**config.mk**
```make
export PLATFORM = sky130hd
export DESIGN_NAME = regfile_mp
export DESIGN_NICKNAME = d
export VERILOG_FILES = /design/src/rtl/regfile_mp.sv
export SDC_FILE = /design/constraint.sdc
export NUM_CORES = 1
export LEC_CHECK = 0
export ABC_AREA = 1
export CORE_UTILIZATION = 30
export CTS_CLUSTER_DIAMETER = 100
export DETAILED_ROUTE_END_ITERATION = 12
export PLACE_DENSITY = 0.57
export SYNTH_ARGS = -nofsm -noshare
export SYNTH_HDL_FRONTEND = slang
export SYNTH_SLANG_ARGS = --single-unit
```
**constraint.sdc**
```tcl
create_clock -name CLK -period 3.9 [get_ports CLK]
set_input_delay 0.78 -clock CLK [delete_from_list [all_inputs] [get_ports CLK]]
set_output_delay 0.78 -clock CLK [all_outputs]
set_load 0.005 [all_outputs]
```
**src/rtl/regfile_mp.sv**
```systemverilog
// Multi-ported register file with two registered read ports, two write ports
// (M beats E on collision), optional write-to-read forwarding and a busy scoreboard.
module regfile_mp #(
  parameter int DATA_W = 32,
  parameter int ADDR_W = 3,
  parameter int BYPASS = 1
) (
  input  logic              CLK,
  input  logic              reset,
  input  logic [ADDR_W-1:0] srcA,
  input  logic [ADDR_W-1:0] srcB,
  input  logic              rdA_en,
  input  logic              rdB_en,
  input  logic              stall,
  input  logic [ADDR_W-1:0] dstE,
  input  logic [ADDR_W-1:0] dstM,
  input  logic              wrE,
  input  logic              wrM,
  input  logic [DATA_W-1:0] valE,
  input  logic [DATA_W-1:0] valM,
  input  logic              iss_en,
  input  logic [ADDR_W-1:0] iss_dst,
  output logic [DATA_W-1:0] valA,
  output logic [DATA_W-1:0] valB,
  output logic              hazA,
  output logic              hazB,
  input  logic [ADDR_W-1:0] dbg_addr,
  output logic [DATA_W-1:0] dbg_data
);

  localparam int NREG = 1 << ADDR_W;
  localparam logic BYP = (BYPASS != 0);

  logic [DATA_W-1:0] regs_r     [NREG];
  logic [DATA_W-1:0] regs_nxt_s [NREG];
  logic [NREG-1:0]   busy_r;
  logic [NREG-1:0]   busy_nxt_s;
  logic [NREG-1:0]   wr_hit_s;
  logic [NREG-1:0]   iss_hit_s;
  logic [NREG-1:0]   clr_s;
  logic [DATA_W-1:0] rdA_data_s;
  logic [DATA_W-1:0] rdB_data_s;
  logic              rdA_haz_s;
  logic              rdB_haz_s;

  // Next array and scoreboard state; an issue to a register overrides its clearing write.
  always_comb begin
    for (int r = 0; r < NREG; r++) begin
      regs_nxt_s[r] = regs_r[r];
      busy_nxt_s[r] = busy_r[r];
      iss_hit_s[r]  = iss_en && (iss_dst == ADDR_W'(r));
      wr_hit_s[r]   = (wrE && (dstE == ADDR_W'(r))) || (wrM && (dstM == ADDR_W'(r)));
      clr_s[r]      = wr_hit_s[r] && !iss_hit_s[r];
      if (wrM && (dstM == ADDR_W'(r))) begin
        regs_nxt_s[r] = valM;
      end else if (wrE && (dstE == ADDR_W'(r))) begin
        regs_nxt_s[r] = valE;
      end else begin
        regs_nxt_s[r] = regs_r[r];
      end
      if (iss_hit_s[r]) begin
        busy_nxt_s[r] = 1'b1;
      end else if (wr_hit_s[r]) begin
        busy_nxt_s[r] = 1'b0;
      end else begin
        busy_nxt_s[r] = busy_r[r];
      end
    end
  end

  // Read-port data and hazard; forwarding reads the post-write value of the array.
  always_comb begin
    rdA_data_s = {DATA_W{1'b0}};
    rdB_data_s = {DATA_W{1'b0}};
    rdA_haz_s  = 1'b0;
    rdB_haz_s  = 1'b0;
    if (rdA_en) begin
      rdA_data_s = BYP ? regs_nxt_s[srcA] : regs_r[srcA];
      rdA_haz_s  = busy_r[srcA] && !(BYP && clr_s[srcA]);
    end else begin
      rdA_data_s = {DATA_W{1'b0}};
      rdA_haz_s  = 1'b0;
    end
    if (rdB_en) begin
      rdB_data_s = BYP ? regs_nxt_s[srcB] : regs_r[srcB];
      rdB_haz_s  = busy_r[srcB] && !(BYP && clr_s[srcB]);
    end else begin
      rdB_data_s = {DATA_W{1'b0}};
      rdB_haz_s  = 1'b0;
    end
  end

  // State update; stall freezes only the read-port outputs.
  always_ff @(posedge CLK or negedge reset) begin
    if (!reset) begin
      for (int r = 0; r < NREG; r++) begin
        regs_r[r] <= {DATA_W{1'b0}};
      end
      busy_r <= {NREG{1'b0}};
      valA   <= {DATA_W{1'b0}};
      valB   <= {DATA_W{1'b0}};
      hazA   <= 1'b0;
      hazB   <= 1'b0;
    end else begin
      regs_r <= regs_nxt_s;
      busy_r <= busy_nxt_s;
      if (!stall) begin
        valA <= rdA_data_s;
        valB <= rdB_data_s;
        hazA <= rdA_haz_s;
        hazB <= rdB_haz_s;
      end
    end
  end

  assign dbg_data = regs_r[dbg_addr];

endmodule

```
==> reports/metrics.csv <==
metric,value,unit
Cell Pwr Density,440,mW/mm^2
Layout area overhead,19.0,%
clock buffer depth,3,
worst reg2reg path startpoint,regs_r[93],
drt via density,5.62,
hold buffer count at CTS,0,
Peak VDD IR,0.285,mV
routing usage on met3,0.0534,
DRC Markers,0,
share of layout cells above drive strength 1,0.0549,
top_reg_cell synth,dfrtp_1,
fin crit share,0.899,
IO Pins,188,
CTS root buffer,clkbuf_16,
crit path capture type,primary output,
worst min-delay path class,in2async,
Tightest Pin Transition,1.14,ns
RSZ-0062 raised after global routing,false,
Synthesized Nets,3876,
CTS tree,built,
grt met1 use,0.364,
Fin. Hold Viols,0,
total of warnings raised by yosys,0,
reg2reg path depth,8,
"most common cell after layout, fill and taps aside",nand3_1,
slack of the worst reg-to-reg path,2.54,ns
CTS resizes,0,
wire per inst,22.7,um
total clock sinks,330,
reg2reg end,valB[29],
largest net degree at the start of global routing,138,
multi-input logic area,0.0129,sq mm
ys async rst share,1.00,
Die X,283,um
register area,0.00826,sq mm
Cell variety after synth,19,
Worst setup SP type,primary input,
Max Clk Rate,0.285,GHz
"commonest non-fill, non-tap cells in the layout","nand3_1 (1,365), nand2_1 (1,138), dfrtp_1 (330)",
Total Routing Usage GR,0.274,
leakage power,0.0139,uW
mapped cell area,0.0236,sq mm
ANT nets after route,0,
synthesized flop and latch total,330,
"Data arrival, critical path",2.73,ns
Die ar.,0.0798,sq mm
utilization after layout,0.362,
final setup fails,0,
Initial DRC Count,3699,
# rows,102,
Worst-Skew Late Latency,0.59,ns
clock-pin transition on the worst setup and hold timing paths,0.06,ns
crit path from,dbg_addr[1],
status,"complete, no violations",
crit path to,dbg_data[27],
Most Crowded Layer GR,met2,
critical path class,in2out,
Syn Area/Cell,6.23,sq um
Max-slew headroom,0.237,
Die Height,283,um
# port buffers,187,
final WL,111000,um
Gate Count Post-Synth,3786,
Setup TNS,0,ns
Core Region,0.0776,sq mm
initial antenna violation count,4,
total CTS buffers,42,
nets,3904,
vias in the first global route,25500,
Tmin final,3.51,ns
CTS H-tree lvls,2,
"Seq/Total Area, Yosys",0.350,
detailed placement HPWL,69700,um
1st-pass router iterations,6,
Initial Utilization,0.304,
Crit Path Max Fanout,19,
Post CTS Setup Buffer Count,0,
CP required,3.12,ns
"EDFF count, synth",0,
fillcell total,8446,
hold slack,0.240,ns
vias post-DR,27500,
Placer Congestion,0.893,
GR Overflow Total,0,
met2 Usage GRT,0.423,
Pins Over Slew Limit,0,
global-route wire length before repair,164000,um
max-cap viol count,0,
Worst Skew,0.00943,ns
==> area by class of cell <==
class                           count  area share
Antenna cell                        1   0.0000891
Clock buffer                       68      0.0467
Clock inverter                      8     0.00321
Inverter                          326      0.0438
Multi-Input combinational cell   2823       0.460
Sequential cell                   330       0.294
Tap cell                         1040      0.0463
Timing Repair Buffer              291       0.106
==> metrics by stage <==
stage                     setup slack, ns  cells  area [sq um]  total power (uW)
after detailed placement            0.382   4810         26700              8250
after CTS                           0.378   4886         28100             12300
after global placement              0.359   4810         26700              8210
after global routing                0.317   4886         28100             13000
after floorplan                      1.22   3786         23600              6820
final                               0.395   4887         28100             12400
==> cell usage after synthesis (3+ instances only) <==
master    instances  area (sq um)
inv_2             3          11.3
dfrtp_1         330          8260
nor2_1           26          97.6
buf_1            47           176
a21oi_1         104           521
buf_2            76           380
clkbuf_1        175           657
nand2_1        1152          4320
inv_1           321          1200
o21ai_0         109           546
buf_6             6          67.6
a31oi_1          32           200
nand3_1        1365          6830
a221oi_1         32           280
==> per-layer routing <==
| layer | vias to the layer above | wire length, um |
|---|---|---|
| met5 | - | 54 |
| met4 | 8 | 5740 |
| met3 | 315 | 11900 |
| met2 | 1644 | 48400 |
| met1 | 12800 | 45000 |
| li1 | 12700 | - |
==> how the worst min path moves through the flow <==
stage | start | end | slack (ns)
after global placement | valA[11] | valA[11] | 0.47
after detailed placement | valA[18] | valA[18] | 0.47
final | reset | regs_r[42] | 0.24
after global routing | reset | regs_r[42] | 0.30
after CTS | reset | regs_r[167] | 0.27
after floorplan | valA[30] | valA[30] | 0.47
==> registers in the layout, summed over array words and instances (netlist names) <==
signal and count:
valA 32, regs_r 256, hazA 1, valB 32, busy_r 8, hazB 1
==> kinds of logic (layout without fill, tap and decap cells) <==
group                  count (synthesis)  count (layout)  share of synthesized area
AO/OA/AOI/OAI                        277             277                     0.0655
buffers and inverters                633             693                      0.107
flip-flops                           330             330                      0.350
AND/OR/NAND/NOR                     2546            2546                      0.478
other                                  0               1                          0
==> power breakdown <==
part           total (uW)  switching, uW  internal, uW  leakage [uW]
combinational        3880           2500          1380       0.00930
clock                4110           1680          2420      0.000694
sequential           4370            276          4100       0.00391
total               12400           4460          7900        0.0139
==> worst max-delay path: stages <==
cell             delay [ns]
buf_2                  0.10
clkinv_2               0.29
buf_12                 0.29
buf_4                  0.16
a21oi_1                0.12
a221oi_1               0.09
a31oi_1                0.32
clkdlybuf4s50_1        0.57
Note: power is estimated with default switching activity, not from simulation.
